==> config.mk <==
export PLATFORM = sky130hd
export DESIGN_NAME = traffic_phase_sequencer
export DESIGN_NICKNAME = d
export VERILOG_FILES = /design/src/rtl/traffic_pkg.sv /design/src/rtl/traffic_phase_sequencer_phase_timer.sv /design/src/rtl/traffic_phase_sequencer.sv
export SDC_FILE = /design/constraint.sdc
export NUM_CORES = 1
export LEC_CHECK = 0
export CAP_MARGIN = 20
export CORE_MARGIN = 5
export CORE_UTILIZATION = 45
export DETAILED_ROUTE_END_ITERATION = 8
export GPL_TIMING_DRIVEN = 0
export PLACE_DENSITY_LB_ADDON = 0.08
export SYNTH_ARGS = -nofsm -noshare
export SYNTH_HDL_FRONTEND = slang
export SYNTH_SLANG_ARGS = --single-unit
==> constraint.sdc <==
create_clock -name clk -period 2.35 [get_ports clk]
set_clock_uncertainty 0.1 [all_clocks]
set_input_delay 0.235 -clock clk [delete_from_list [all_inputs] [get_ports clk]]
set_output_delay 0.235 -clock clk [all_outputs]
set_load 0.1 [all_outputs]
==> src/rtl/traffic_pkg.sv <==
// Shared types and constants for the intersection phase sequencer.
package traffic_pkg;

  typedef enum logic [2:0] {
    MAIN_GREEN  = 3'd0,
    MAIN_YELLOW = 3'd1,
    ALL_RED_A   = 3'd2,
    SIDE_GREEN  = 3'd3,
    SIDE_YELLOW = 3'd4,
    ALL_RED_B   = 3'd5,
    PED_WALK    = 3'd6
  } phase_e;

  localparam logic [2:0] RED    = 3'b100;
  localparam logic [2:0] YELLOW = 3'b010;
  localparam logic [2:0] GREEN  = 3'b001;

  localparam int GREEN_MAIN_DEF = 10;
  localparam int YELLOW_DEF     = 3;
  localparam int ALL_RED_DEF    = 1;
  localparam int GREEN_SIDE_DEF = 6;
  localparam int WALK_DEF       = 5;
  localparam int CNT_W_DEF      = 8;

  function automatic bit dur_ok(input int d, input int w);
    return (d >= 1) && (d <= (1 << w) - 1);
  endfunction

endpackage

==> src/rtl/traffic_phase_sequencer_phase_timer.sv <==
// Loadable seconds down-counter; last flags the tick that ends the phase.
module phase_timer #(
  parameter int               CNT_W   = 8,
  parameter logic [CNT_W-1:0] RST_VAL = '1
) (
  input  logic             clk,
  input  logic             rst_n,
  input  logic             load,
  input  logic [CNT_W-1:0] load_val,
  input  logic             en,
  output logic [CNT_W-1:0] remain,
  output logic             last
);

  always_ff @(posedge clk or negedge rst_n) begin
    if (!rst_n) begin
      remain <= RST_VAL;
    end else if (load) begin
      remain <= load_val;
    end else if (en && (remain != '0)) begin
      remain <= remain - CNT_W'(1);
    end
  end

  assign last = en && (remain == CNT_W'(1));

endmodule

==> src/rtl/traffic_phase_sequencer.sv <==
// Traffic light phase FSM with per-phase countdown and latched pedestrian walk.
module traffic_phase_sequencer
  import traffic_pkg::*;
#(
  parameter int GREEN_MAIN_S = GREEN_MAIN_DEF,
  parameter int YELLOW_S     = YELLOW_DEF,
  parameter int ALL_RED_S    = ALL_RED_DEF,
  parameter int GREEN_SIDE_S = GREEN_SIDE_DEF,
  parameter int WALK_S       = WALK_DEF,
  parameter int CNT_W        = CNT_W_DEF
) (
  input  logic             clk,
  input  logic             rst_n,
  input  logic             tick,
  input  logic             ped_req,
  output logic [2:0]       main_light,
  output logic [2:0]       side_light,
  output logic             walk,
  output logic [CNT_W-1:0] remain,
  output logic [2:0]       phase,
  output logic             phase_done
);

  if (!dur_ok(GREEN_MAIN_S, CNT_W) || !dur_ok(YELLOW_S, CNT_W) || !dur_ok(ALL_RED_S, CNT_W) ||
      !dur_ok(GREEN_SIDE_S, CNT_W) || !dur_ok(WALK_S, CNT_W)) begin : g_bad_duration
    $error("traffic_phase_sequencer: every duration must be in 1..2**CNT_W-1");
  end

  phase_e           state, state_nxt;
  logic             advance, last, ped_pending;
  logic [CNT_W-1:0] load_val;

  function automatic logic [CNT_W-1:0] dur(input phase_e p);
    case (p)
      MAIN_YELLOW, SIDE_YELLOW: return CNT_W'(YELLOW_S);
      ALL_RED_A, ALL_RED_B:     return CNT_W'(ALL_RED_S);
      SIDE_GREEN:               return CNT_W'(GREEN_SIDE_S);
      PED_WALK:                 return CNT_W'(WALK_S);
      default:                  return CNT_W'(GREEN_MAIN_S);
    endcase
  endfunction

  always_ff @(posedge clk or negedge rst_n) begin
    if (!rst_n) begin
      state       <= MAIN_GREEN;
      phase_done  <= 1'b0;
      ped_pending <= 1'b0;
    end else begin
      state      <= state_nxt;
      phase_done <= advance;
      // A request arriving on the walk-entry clock is absorbed by that walk.
      if (advance && (state_nxt == PED_WALK)) begin
        ped_pending <= 1'b0;
      end else if (ped_req && (state != PED_WALK)) begin
        ped_pending <= 1'b1;
      end
    end
  end

  always_comb begin
    state_nxt = state;
    case (state)
      MAIN_GREEN:  if (last) state_nxt = MAIN_YELLOW;
      MAIN_YELLOW: if (last) state_nxt = ALL_RED_A;
      ALL_RED_A:   if (last) state_nxt = SIDE_GREEN;
      SIDE_GREEN:  if (last) state_nxt = SIDE_YELLOW;
      SIDE_YELLOW: if (last) state_nxt = ALL_RED_B;
      ALL_RED_B:   if (last) state_nxt = ped_pending ? PED_WALK : MAIN_GREEN;
      PED_WALK:    if (last) state_nxt = MAIN_GREEN;
      default:     state_nxt = MAIN_GREEN;
    endcase
  end

  // Every legal transition changes phase, so a change is exactly a phase entry.
  assign advance  = (state_nxt != state);
  assign load_val = dur(state_nxt);

  phase_timer #(
    .CNT_W  (CNT_W),
    .RST_VAL(CNT_W'(GREEN_MAIN_S))
  ) u_timer (
    .clk     (clk),
    .rst_n   (rst_n),
    .load    (advance),
    .load_val(load_val),
    .en      (tick),
    .remain  (remain),
    .last    (last)
  );

  always_comb begin
    main_light = RED;
    side_light = RED;
    walk       = 1'b0;
    case (state)
      MAIN_GREEN:  main_light = GREEN;
      MAIN_YELLOW: main_light = YELLOW;
      SIDE_GREEN:  side_light = GREEN;
      SIDE_YELLOW: side_light = YELLOW;
      PED_WALK:    walk = 1'b1;
      default:     ;
    endcase
  end

  assign phase = state;

endmodule

==> metrics.yaml, run 1 <==
grt:
  grt_max_degree: 14
  use_met1_pct: 23.8
  met3_usage_pct: 3.54
  track_usage_pct: 17.3
  grt-busiest-layer: "met2"
  grt_pass1_wl_mm: 3.73
  met2_usage_pct: 26.4
  antenna_found_initial: 0
  grt_pass1_vias: 805
  grt_overflow: 0
worst_setup_path:
  end_kind: "output port"
  cpMaxStageDelayCell: "clkdlybuf4s50_1"
  cp_num_buf_inv: 1
  critPathLaunchType: "flop"
  cp.arrival_ns: 1.94
  crit_required_ns: 2.02
  path_delay_family: "buffers and inverters"
  cpPeakStageDelay_ns: 1.19
  worstPathCellList: "clkdlybuf4s50_1"
  crit_type: "flop to output port"
  path_max_fanout: 6
logic_synthesis:
  ys.flop_type: "dfrtp_1"
  seq_area_frac_synth_pct: 36.3
  synth-seq-cells: 13
  synth_top_area_share_pct: 30.5
  synth_area_sq_um: 902
  syn_nets: 108
  synth_top_cell_by_area: "dfrtp_1"
  postSynthAreaPerCell_sq_um: 8.93
  syn_inst: 101
  synth_edf_count: 0
  yosysWarnings: 0
  synth.distinct_cells: 35
  synthArstFlopShare_pct: 100
  synth_area_leaders: "dfrtp_1 31%, nor2_1 6.2%, dfstp_2 5.8%"
route:
  vias: 852
  vias_per_cell: 5.53
  drtIter0Drc: 27
  detail_route.wl_per_cell_um: 14.3
  wl_mm: 2.20
  dr.pass1.iters: 4
  drc: 0
  final_antenna_net_count: 0
timing:
  hold_viol: 0
  fmax_mhz: 439
  holdWs_ns: 0.228
  tightest_slew_ns: 0.975
  finalCriticalPeriod_ns: 2.28
  period_share_pct: 97.0
  timing.slew.headroom_pct: 34.8
  drv_slew: 0
  rsz0062_at_grt: "no"
  setup_viol_count_final: 0
floorplanning:
  dieWidth_um: 54.8
  initial_utilization_pct: 46.5
  io_pins: 23
  die_h_um: 54.8
  core-area_sq_um: 1940
  rows: 16
  die_area_sq_um: 3000
layout:
  fin_cells: 154
  fin_nets: 135
  final_util_pct: 63.4
  design_area_sq_um: 1230
  antenna_cells: 0
  post_route_cells_drive_above_1_share_pct: 22.8
  syn2layout_area_growth_pct: 36.5
job:
  drv_cap: 0
placement:
  gp_congestion: 0.763
  placedCellCount: 150
  placed_area_sq_um: 1220
  io_buffers: 22
  detailed_place_hpwl_mm: 1.68
clock_tree:
  cts-htree-levels: 1
  root_buffer: "clkbuf_4"
  post_cts_buffers: 0
  clk_pin_slew_ns: 0.09
  clockBufferDepth: 2
  cts.sinks: 13
  cts_tree: "yes"
  cts_buffers: 3
  clkLatencyLatePin_ns: 0.28
run_status:
  run_status: "complete, no violations"
min_path:
  worst_hold_path_type: "primary input to asynchronous set/reset pin"
## logic make-up (layout without fill, tap and decap cells)
family                   Yosys count  after routing  share of synthesized area, %
AO/OA/AOI/OAI                     26             26                          22.1
buffers and inverters             10             36                          4.30
adder cells (fa/ha/maj)            3              3                          4.16
XOR/XNOR                           6              6                          5.83
AND/OR/NAND/NOR                   43             43                          27.3
flip-flops                        13             13                          36.3
## final timing paths
| check | slack, ns | cells after the start | startpoint | endpoint |
|---|---|---|---|---|
| max | 0.07 | 1 | u_timer.remain[4]$_DFFE_PN0P_ | remain[4] |
| max in group asynchronous | 1.48 | 1 | rst_n | phase[2]$_DFF_PN0_ |
| min in group clk | 0.41 | 3 | ped_req | ped_pending$_DFFE_PN0P_ |
| max reg2reg | 0.27 | 6 | u_timer.remain[1]$_DFFE_PN1P_ | u_timer.remain[4]$_DFFE_PN0P_ |
| min | 0.23 | 1 | rst_n | phase[0]$_DFF_PN0_ |
| min reg2reg | 0.53 | 2 | ped_pending$_DFFE_PN0P_ | ped_pending$_DFFE_PN0P_ |
## placed cells by master, fill, tap and decap left out, drive strengths merged, types with 4 or more instances in the layout
cell type and n:
clkdlybuf4s15 4, clkbuf 9, xnor2 4, nor2 15, nand2 5, nor3 4, inv 6, dfrtp 11
clkdlybuf4s50 11, a21oi 8
## cells in the mapped netlist, types with 2 or more instances
master,instances
nor3_1,4
nand2b_1,3
o22ai_1,2
dfrtp_1,11
o21ai_0,2
or2_2,2
xor2_1,2
nor2_1,15
inv_1,6
nor2b_1,3
a21oi_1,8
clkbuf_1,3
dfstp_2,2
a211o_1,2
ha_1,3
o2111ai_1,2
xnor2_1,4
nand3_1,3
a211oi_1,3
nand2_1,5
and3_1,2
## repair_timing
action | CTS | global route
pin swaps | 0 | 0
resized for setup | 22 | 5
setup endpoints to repair | 10 | 3
hold buffers | 0 | 0
## layer usage
metal  up-vias  share of wire (%)  wire [um]
li1        420                  -          -
met5         -                  0          0
met1       396                 45        991
met3         6                5.1        112
met4         0                2.0         44
met2        30                 48       1050
## through the flow
| step | worst slack [ns] | TNS [ns] |
|---|---|---|
| 6_report | 0.0703 | 0 |
| 5_1_grt | 0.00505 | 0 |
| 2_1_floorplan | -0.0114 | -0.0114 |
| 3_3_place_gp | -0.277 | -0.470 |
| 4_1_cts | 0.00245 | 0 |
| 3_5_place_dp | -0.289 | -0.551 |
## final cells by class
type                       instances  area [sq um]
tap                               27          33.8
clock buffer                       4          26.3
fill                             180           711
multi-input combinational         78           572
sequential                        13           342
buffer                             4          26.3
inverter                           6          22.5
timing repair buffer              22           209
## registers in the layout, summed over array words and instances (netlist names)
register / count
ped_pending: 1
u_timer.remain: 8
phase_done: 1
phase: 3
Power of run 1 is not shown: default switching activity piles up to over one toggle a cycle in this logic, so the estimate is an artifact.
==> run 2, diff against run 1 <==
- CELL_PAD_IN_SITES_DETAIL_PLACEMENT: unset -> 1
- CELL_PAD_IN_SITES_GLOBAL_PLACEMENT: unset -> 1
- CORE_UTILIZATION: 45 -> 35
==> run 2 against run 1 <==
  * Cell count increased by 1.9%
  * Clock-buffer cell count did not move
  * Global-route usage shrank 1.1 points
  * Maximum frequency is 0.22% lower
==> metrics.yaml, run 2 (synthesized netlist as in run 1, its figures left out) <==
route:
  drc: 0  # unchanged
  dr.pass1.iters: 2  # -2
  wl_mm: 2.57  # +17%
  detail_route.wl_per_cell_um: 16.4  # +14%
  drtIter0Drc: 21  # -22%
  vias_per_cell: 5.45  # -1.5%
  final_antenna_net_count: 0  # unchanged
  vias: 856  # +0.47%
worst_setup_path:
  cpPeakStageDelay_ns: 1.19  # about the same
  r2r-end: "u_timer.remain[4]$_DFFE_PN0P_"
  cp_num_cells: 1  # unchanged
  cp-startpoint: "u_timer.remain[4]$_DFFE_PN0P_"
  r2r_cells: 6  # unchanged
  crit_required_ns: 2.02  # about the same
  critPathLaunchType: "flop"
  cp_num_buf_inv: 1  # unchanged
  worstPathCellList: "clkdlybuf4s50_1"
  path_max_fanout: 6  # unchanged
  crit_type: "flop to output port"
  cpMaxStageDelayCell: "clkdlybuf4s50_1"
  endpoint: "remain[4]"
  cp.arrival_ns: 1.95  # about the same
  r2r_start: "u_timer.remain[1]$_DFFE_PN1P_"
  path_delay_family: "buffers and inverters"
  r2r_slack_ns: 0.19  # -0.08 ns
  end_kind: "output port"
layout:
  fillCellCount: 296  # +64%
  post_route_cells_drive_above_1_share_pct: 22.0  # -0.79 points
  regMostFlops: "u_timer.remain"
  syn2layout_area_growth_pct: 38.3
  fin_nets: 135  # unchanged
  final_cell_mix: "11 x nor2_1, 11 x clkdlybuf4s50_1, 8 x a21oi_1, 7 x dfrtp_1, 6 x inv_1"
  fin_cells: 157  # +1.9%
  antenna_cells: 0  # unchanged
  largest_reg_flops: 8  # unchanged
floorplanning:
  die_h_um: 60.8  # +11%
  rows: 18  # +2
  core-area_sq_um: 2480  # +28%
  io_pins: 23  # unchanged
  dieWidth_um: 60.8  # +11%
  initial_utilization_pct: 36.4  # -10 points
  die_area_sq_um: 3690  # +23%
timing:
  hold_viol: 0  # unchanged
  holdWs_ns: 0.244  # +0.0158 ns
  period_share_pct: 97.2  # +0.21 points
  timing.slew.headroom_pct: 35.0  # +0.23 points
  rsz0062_at_grt: "no"
  fmax_mhz: 438  # -0.22%
  tightest_slew_ns: 0.972  # -0.00351 ns
  setup_viol_count_final: 0  # unchanged
  drv_slew: 0  # unchanged
  finalCriticalPeriod_ns: 2.28  # +0.00496 ns
grt:
  track_usage_pct: 16.3  # -1.1 points
  antenna_found_initial: 0  # unchanged
  grt_pass1_vias: 927  # +15%
  grt_pass1_wl_mm: 4.42  # +19%
  grt_max_degree: 14  # unchanged
  grt_overflow: 0  # unchanged
clock_tree:
  clk_pin_slew_ns: 0.09  # about the same
  cts-htree-levels: 1  # unchanged
  clockBufferDepth: 2  # unchanged
  cts.sinks: 13  # unchanged
  root_buffer: "clkbuf_4"
  cts_buffers: 3  # unchanged
  hold_buffers: 0  # unchanged
  clkLatencyLatePin_ns: 0.28  # about the same
  post_cts_buffers: 0  # unchanged
  cts_tree: "yes"
min_path:
  worst_hold_path_type: "primary input to asynchronous set/reset pin"
run_status:
  run_status: "complete, no violations"
placement:
  placedCellCount: 153  # +2.0%
  gp_congestion: 0.788  # +3.3%
  detailed_place_hpwl_mm: 1.92  # +14%
  io_buffers: 22  # unchanged
job:
  drv_cap: 0  # unchanged
[run 2: cell types whose count changed in the layout (fill, tap and decap cells not counted), sizes merged]
cell / change
clkbuf: -2
clkdlybuf4s15: +2
[run 2: timing repair]
item | in CTS | in global routing
gates cloned | 0 | 0
pin swaps | 0 | 0
gates resized for setup | 24 | 3
endpoints found under the setup margin | 10 | 3
[run 2: worst min path at each step]
stage | from | endpoint | slack (ns) | cells past startpoint
2_1_floorplan | rst_n | ped_pending$_DFFE_PN0P_ | -0.16 | 0
3_3_place_gp | ped_pending$_DFFE_PN0P_ | ped_pending$_DFFE_PN0P_ | 0.52 | 2
3_5_place_dp | ped_pending$_DFFE_PN0P_ | ped_pending$_DFFE_PN0P_ | 0.53 | 2
4_1_cts | rst_n | u_timer.remain[7]$_DFFE_PN0P_ | 0.26 | 1
5_1_grt | rst_n | u_timer.remain[5]$_DFFE_PN0P_ | 0.28 | 1
6_report | rst_n | u_timer.remain[5]$_DFFE_PN0P_ | 0.24 | 1
[run 2: cell type report]
cell class              instances  area (sq um)  area share [%]
multi-input cells              78           573            45.9
flip-flops and latches         13           342            27.4
repair buffers                 22           220            17.7
well taps                      30          37.5            3.01
clock buffers                   4          26.3            2.11
plain buffers                   4          26.3            2.11
inverters                       6          22.5            1.81
[run 2: per-stage QoR]
step / worst slack [ns] / setup TNS (ns) / instance area, sq um / utilization (%)
after floorplan: -0.0114 / -0.0114 / 962 / -
after global placement: -0.305 / -0.574 / 1220 / 49.2
after detailed placement: -0.299 / -0.636 / 1220 / 49.2
after CTS: 0.00442 / 0 / 1240 / 50.2
after global routing: 0.000736 / 0 / 1250 / 50.4
final: 0.0653 / 0 / 1250 / 50.4
[run 2: worst register-to-register path, stage by stage (launching register included)]
cell,delay [ns]
dfstp_4,0.63
inv_1,0.07
ha_1,0.25
nor2b_1,0.20
a2111oi_1,0.56
xnor2_1,0.18
nor2_1,0.05
[run 2: per-layer routing]
layer  up-vias  GRT usage, %  wire, um
met5         -             0         0
met4         0          6.50        28
met3         4          2.98       108
met2        22          26.9      1250
met1       413          21.0      1180
li1        417             -         -
Power of run 2 is left out for the same reason.
==> run 3, diff against run 2 <==
- SLEW_MARGIN: unset -> 20
==> results of run 3 <==
No change in the layout: final DEF, timing and power equal those of run 2.
Power of run 3 is left out for the same reason.
